[src/rtl/stash_sequencer.sv]
// Button front-end for the sample stash: synchronizes and debounces the capture/step buttons,
// arbitrates capture, manual-step and auto-step requests, and mirrors the stash pointers.
module stash_sequencer #(
    parameter int DEPTH       = 5,
    parameter int DEB_CYCLES  = 4,
    parameter int STEP_PERIOD = 8,
    parameter int HOLDOFF     = 2,
    localparam int PTR_W      = (DEPTH <= 2) ? 1 : $clog2(DEPTH),
    localparam int CNT_W      = PTR_W + 1
) (
    input  logic             clk,
    input  logic             reset,
    input  logic             btn_sample,
    input  logic             btn_next,
    input  logic             auto_en,
    output logic             sample_in_valid,
    output logic             next_sample,
    output logic [PTR_W-1:0] wr_idx,
    output logic [PTR_W-1:0] rd_idx,
    output logic [CNT_W-1:0] count,
    output logic [1:0]       state
);

    localparam int DEB_W = $clog2(DEB_CYCLES);
    localparam int TMR_W = $clog2(STEP_PERIOD + 1);
    localparam int HLD_W = $clog2(HOLDOFF + 1);

    typedef enum logic [1:0] {
        ST_IDLE    = 2'd0,
        ST_CAPTURE = 2'd1,
        ST_STEP    = 2'd2,
        ST_HOLD    = 2'd3
    } state_t;

    state_t             state_r;
    logic [1:0]         sync1_r;
    logic [1:0]         sync2_r;
    logic [1:0]         level_r;
    logic [1:0]         level_prev_r;
    logic [DEB_W-1:0]   deb_cnt_r [2];
    logic               pending_r;
    logic [TMR_W-1:0]   auto_timer_r;
    logic [HLD_W-1:0]   hold_cnt_r;

    logic               sample_req_s;
    logic               next_req_s;
    logic               tick_s;
    logic               have_data_s;
    logic [PTR_W-1:0]   wr_next_s;
    logic [PTR_W-1:0]   rd_next_s;
    logic [CNT_W-1:0]   count_next_s;

    assign state = state_r;

    // Two-flop synchronizers and per-button debounce (bit 0 = sample, bit 1 = next)
    always_ff @(posedge clk) begin
        if (reset) begin
            sync1_r      <= 2'b00;
            sync2_r      <= 2'b00;
            level_r      <= 2'b00;
            level_prev_r <= 2'b00;
            for (int i = 0; i < 2; i++) begin
                deb_cnt_r[i] <= '0;
            end
        end else begin
            sync1_r      <= {btn_next, btn_sample};
            sync2_r      <= sync1_r;
            level_prev_r <= level_r;
            for (int i = 0; i < 2; i++) begin
                if (sync2_r[i] == level_r[i]) begin
                    deb_cnt_r[i] <= '0;
                end else if (deb_cnt_r[i] == DEB_W'(DEB_CYCLES - 1)) begin
                    level_r[i]   <= sync2_r[i];
                    deb_cnt_r[i] <= '0;
                end else begin
                    deb_cnt_r[i] <= deb_cnt_r[i] + 1'b1;
                end
            end
        end
    end

    // Press requests, auto tick and the wrapped/saturated pointer successors
    always_comb begin
        sample_req_s = level_r[0] & ~level_prev_r[0];
        next_req_s   = level_r[1] & ~level_prev_r[1];
        have_data_s  = (count != '0);
        tick_s       = auto_en && have_data_s && (auto_timer_r == TMR_W'(STEP_PERIOD - 1));
        if (wr_idx == PTR_W'(DEPTH - 1)) begin
            wr_next_s = '0;
        end else begin
            wr_next_s = wr_idx + 1'b1;
        end
        if (rd_idx == PTR_W'(DEPTH - 1)) begin
            rd_next_s = '0;
        end else begin
            rd_next_s = rd_idx + 1'b1;
        end
        if (count == CNT_W'(DEPTH)) begin
            count_next_s = count;
        end else begin
            count_next_s = count + 1'b1;
        end
    end

    // Sequencer FSM with registered strobes, shadow pointers, pending flag and timers
    always_ff @(posedge clk) begin
        if (reset) begin
            state_r         <= ST_IDLE;
            sample_in_valid <= 1'b0;
            next_sample     <= 1'b0;
            wr_idx          <= '0;
            rd_idx          <= '0;
            count           <= '0;
            pending_r       <= 1'b0;
            auto_timer_r    <= '0;
            hold_cnt_r      <= '0;
        end else begin
            case (state_r)
                ST_IDLE: begin
                    hold_cnt_r <= '0;
                    if (sample_req_s || pending_r) begin
                        state_r         <= ST_CAPTURE;
                        sample_in_valid <= 1'b1;
                        next_sample     <= 1'b0;
                        pending_r       <= 1'b0;
                        auto_timer_r    <= '0;
                    end else if ((next_req_s || tick_s) && have_data_s) begin
                        state_r         <= ST_STEP;
                        sample_in_valid <= 1'b0;
                        next_sample     <= 1'b1;
                        auto_timer_r    <= '0;
                    end else begin
                        sample_in_valid <= 1'b0;
                        next_sample     <= 1'b0;
                        if (auto_en && have_data_s) begin
                            auto_timer_r <= auto_timer_r + 1'b1;
                        end else begin
                            auto_timer_r <= '0;
                        end
                    end
                end
                ST_CAPTURE: begin
                    state_r         <= ST_HOLD;
                    sample_in_valid <= 1'b0;
                    next_sample     <= 1'b0;
                    rd_idx          <= wr_idx;
                    wr_idx          <= wr_next_s;
                    count           <= count_next_s;
                    auto_timer_r    <= '0;
                    hold_cnt_r      <= '0;
                    if (sample_req_s) begin
                        pending_r <= 1'b1;
                    end
                end
                ST_STEP: begin
                    state_r         <= ST_HOLD;
                    sample_in_valid <= 1'b0;
                    next_sample     <= 1'b0;
                    rd_idx          <= rd_next_s;
                    auto_timer_r    <= '0;
                    hold_cnt_r      <= '0;
                    if (sample_req_s) begin
                        pending_r <= 1'b1;
                    end
                end
                ST_HOLD: begin
                    sample_in_valid <= 1'b0;
                    next_sample     <= 1'b0;
                    auto_timer_r    <= '0;
                    if (sample_req_s) begin
                        pending_r <= 1'b1;
                    end
                    if (hold_cnt_r == HLD_W'(HOLDOFF - 1)) begin
                        state_r    <= ST_IDLE;
                        hold_cnt_r <= '0;
                    end else begin
                        hold_cnt_r <= hold_cnt_r + 1'b1;
                    end
                end
                default: begin
                    state_r         <= ST_IDLE;
                    sample_in_valid <= 1'b0;
                    next_sample     <= 1'b0;
                    auto_timer_r    <= '0;
                    hold_cnt_r      <= '0;
                end
            endcase
        end
    end

endmodule

[config.mk]
export PLATFORM = sky130hd
export DESIGN_NAME = stash_sequencer
export DESIGN_NICKNAME = d
export VERILOG_FILES = /design/src/rtl/stash_sequencer.sv
export SDC_FILE = /design/constraint.sdc
export NUM_CORES = 1
export LEC_CHECK = 0
export CORE_AREA = 2 2 70 72
export CTS_BUF_LIST = sky130_fd_sc_hd__clkbuf_4 sky130_fd_sc_hd__clkbuf_8 sky130_fd_sc_hd__clkbuf_16
export CTS_CLUSTER_DIAMETER = 150
export DETAILED_ROUTE_END_ITERATION = 10
export DIE_AREA = 0 0 72 74
export PLACE_DENSITY_LB_ADDON = 0.15
export SETUP_SLACK_MARGIN = 0.15
export SLEW_MARGIN = 20
export SYNTH_ARGS = -nofsm -noshare
export SYNTH_HDL_FRONTEND = slang
export SYNTH_SLANG_ARGS = --single-unit
[constraint.sdc]
create_clock -name clk -period 1.5 [get_ports clk]
set_input_delay 0.3 -clock clk [delete_from_list [all_inputs] [get_ports clk]]
set_output_delay 0.3 -clock clk [all_outputs]
set_load 0.02 [all_outputs]
==> results.md <==
- Outcome: completed
- Top-count cell post-synth: dfxtp_1
- Final GP Congestion: 0.7384
- Leakage: 0.7785 nW
- Sequential Power Share: 43.4%
- Layout Cell Area excl Fill: 1893 um^2
- Worst VDD drop: 0.0005239 V
- Longest Clk Path Bufs: 2
- Die Y: 74 um
- Post-route minimum period: 1.302 ns
- Synth async-reset ratio: 0%
- CTS Buf Count: 5
- Count of different cell masters after synthesis: 38
- Hold Slack: 0.4240 ns
- Critical Path Slowest Stage Cell: dfxtp_1
- CP startpoint kind: flop
- Clk_skew: 0.003681 ns
- Cell breakdown of the critical path: clkdlybuf4s15_1
- Post-synthesis average cell area: 9.913 um^2
- Sw frac: 32.45%
- Clock Sinks: 33
- FILL cells: 452
- WHS Endpoint: auto_timer_r[0]
- Nets: 205
- Required @ worst endpoint: 1.20 ns
- Pwr Total: 2.443 mW
- Hold Vio Cnt, Final: 0
- Hold Path Class: flop to flop
- Maximum clock rate: 768.1 MHz
- Root buffer cell: clkbuf_8
- Seq. cell area: 714.4 um^2
- Avg Vias per Cell: 4.639
- Largest net degree at the start of global routing: 11
- Top cells by area, synth: dfxtp_1 (38%), ha_1 (13%), edfxtp_1 (7.8%), nor2_1 (5.1%), mux2i_1 (3.2%)
- Seq/Total Area, Yosys: 45.31%
- Logic pwr share: 30.8%
- Placed cell area: 1817 um^2
- P&R area growth vs syn: 22.41%
- Crit path max-delay family: flip-flops
- Overflow after GRT: 0
- Routed length per instance: 12.07 um
- Pwr/cell area: 1290 nW/um^2
- Reg2reg path depth: 4
- CP max stage delay: 0.40 ns
- DR pass1 iterations: 4
- Core box area: 4598 um^2
- Yosys reg bits: 33
- Vias in the first global route: 1094
- Hold depth: 1
- Internal power: 1.650 mW
- Worst path buffer plus inverter count: 1
- Ant diodes: 0
- Clk pin slew, worst setup/hold paths: 0.06 ns
- Synth top area share: 37.54%
- Routed WL: 2.872 mm
- Die ar.: 5328 um^2
- Area leader, netlist: dfxtp_1
- Worst skew pair latency: 0.28 ns
- CP endpoint kind: output port
- Critical path depth: 1
- Ys Warns: 0
- Antenna Nets Post-Route: 0
- Post-synthesis instance total: 156
- Period utilization: 86.80%
- Port buffer count: 18
- Post-synth EDFFs: 4
- Clock group share of total power: 25.9%
- Final Setup Violations: 0
- CTS tree: yes
- Top cells by count, synth: dfxtp_1 (29), nor2_1 (21), ha_1 (16)
- RSZ-0062 raised after global routing: yes
- Max cap viols: 0
- Capture point of the worst reg-to-reg path: state[0]
- Worst r2r src: state[0]
- DR iter-0 viols: 38
- First-pass GRT wire length: 4.981 mm
- GRT Total Usage: 12.31%
- Hpwl dp: 2.166 mm
- NetSw: 0.7927 mW
- Crit path DAT: 1.00 ns
- H-tree depth: 2
- Layout cell share with drive strength beyond 1: 19.57%
- HP Start: auto_timer_r[0]
- Via count: 1104
- Top FF cell, synth: dfxtp_1
- Post-Syn Area: 1546 um^2
- Initial antenna violation count: 0
- FF-to-FF setup slack: 0.20 ns
- Total negative setup slack: 0 ns
- Multi-input gate area: 795.8 um^2
- Ports: 19
- Crit path max fanout: 5
- Die X: 72 um
- Rows: 25
- Initial Utilization: 33.63%
- CP Class: flop to output port
- DRC: 0
- Slew Viols, Final: 0
## what timing repair did
| item | CTS | global route |
|---|---|---|
| hold buffers | 0 | 0 |
| pin swaps | 0 | 3 |
| gates resized for setup | 18 | 15 |
| buffers inserted | 0 | 0 |
| setup endpoints to repair | 18 | 18 |
| hold endpoints to repair | 0 | 0 |
## sequential cells by signal, summed over array words and instances, names as in the netlist
name / flops
sync1_r: 2
wr_idx: 3
pending_r: 1
auto_timer_r: 4
deb_cnt_r: 4
state: 2
sync2_r: 2
hold_cnt_r: 2
rd_idx: 3
next_sample: 1
count: 4
sample_in_valid: 1
level_prev_r: 2
level_r: 2
## power by group through the flow
stage / Sequential, mW / Combinational, mW / Clock (mW)
2_1_floorplan: 1.13 / 0.458 / 0
3_3_place_gp: 1.07 / 0.736 / 0
3_5_place_dp: 1.08 / 0.753 / 0
4_1_cts: 1.06 / 0.729 / 0.657
5_1_grt: 1.07 / 0.853 / 0.697
6_report: 1.06 / 0.752 / 0.632
## area by class of cell
type                    count  area share [%]
multi-input cells         107           42.04
flip-flops and latches     33           37.74
repair buffers             23           9.650
clock buffers               6           4.032
well taps                  54           3.569
inverters                  14           2.776
clock inverters             1          0.1983
## cell families (layout without fill, tap and decap cells)
kind of cell | count (synthesis) | after routing | share of synthesized area [%]
muxes | 5 | 5 | 3.236
other | 1 | 4 | 0.2425
DFF | 33 | 33 | 45.31
and+or+nand+nor | 57 | 57 | 20.79
AOI/OAI and AO/OA | 18 | 18 | 7.767
adders and majority gates | 16 | 16 | 12.94
xor gates and xnor gates | 7 | 7 | 3.964
buffers and inverters | 19 | 44 | 5.744
## layout by cell type (no fill, tap or decap), types with 3 or more instances in the layout
master,Yosys,final
nor2b_1,7,7
dfxtp_1,29,24
mux2i_1,5,5
clkbuf_8,0,5
o21ai_0,3,3
inv_1,13,11
dfxtp_4,0,3
nand2_1,5,5
conb_1,1,4
dlygate4sd2_1,0,8
nand3_1,5,5
a21oi_1,5,5
nor2_1,21,21
clkdlybuf4s50_1,0,4
nor3_1,3,3
inv_2,1,3
xnor2_1,4,4
xor2_1,3,3
buf_4,1,5
edfxtp_1,4,4
a211oi_1,3,3
clkbuf_2,0,5
ha_1,16,13
## through the flow
step | cells | utilization (%) | setup WS [ns]
CTS | 238 | 41.12 | 0.1124
detailed placement | 231 | 39.51 | -0.05190
finish | 238 | 41.17 | 0.1980
global route | 238 | 41.17 | 0.1082
global placement | 231 | 39.51 | -0.01920
floorplan | 159 | - | 0.1657
## routing by layer
layer	global-route usage [%]	part of all wire, %	vias up
met5	0	0	-
met4	4.403	1.7	0
met3	4.607	3.9	6
li1	-	-	573
met1	15.48	48	508
met2	19.55	46	17
## how the worst max path moves through the flow
stage | from | to | slack (ns)
final | rd_idx[2] | rd_idx[2] | 0.20
after global routing | state[0] | state[0] | 0.11
after CTS | count[2] | count[2] | 0.11
after detailed placement | reset | deb_cnt_r[0][1] | -0.05
after global placement | reset | deb_cnt_r[1][1] | -0.02
after floorplan | state[0] | rd_idx[2] | 0.17
(Power assumes the default switching activity.)
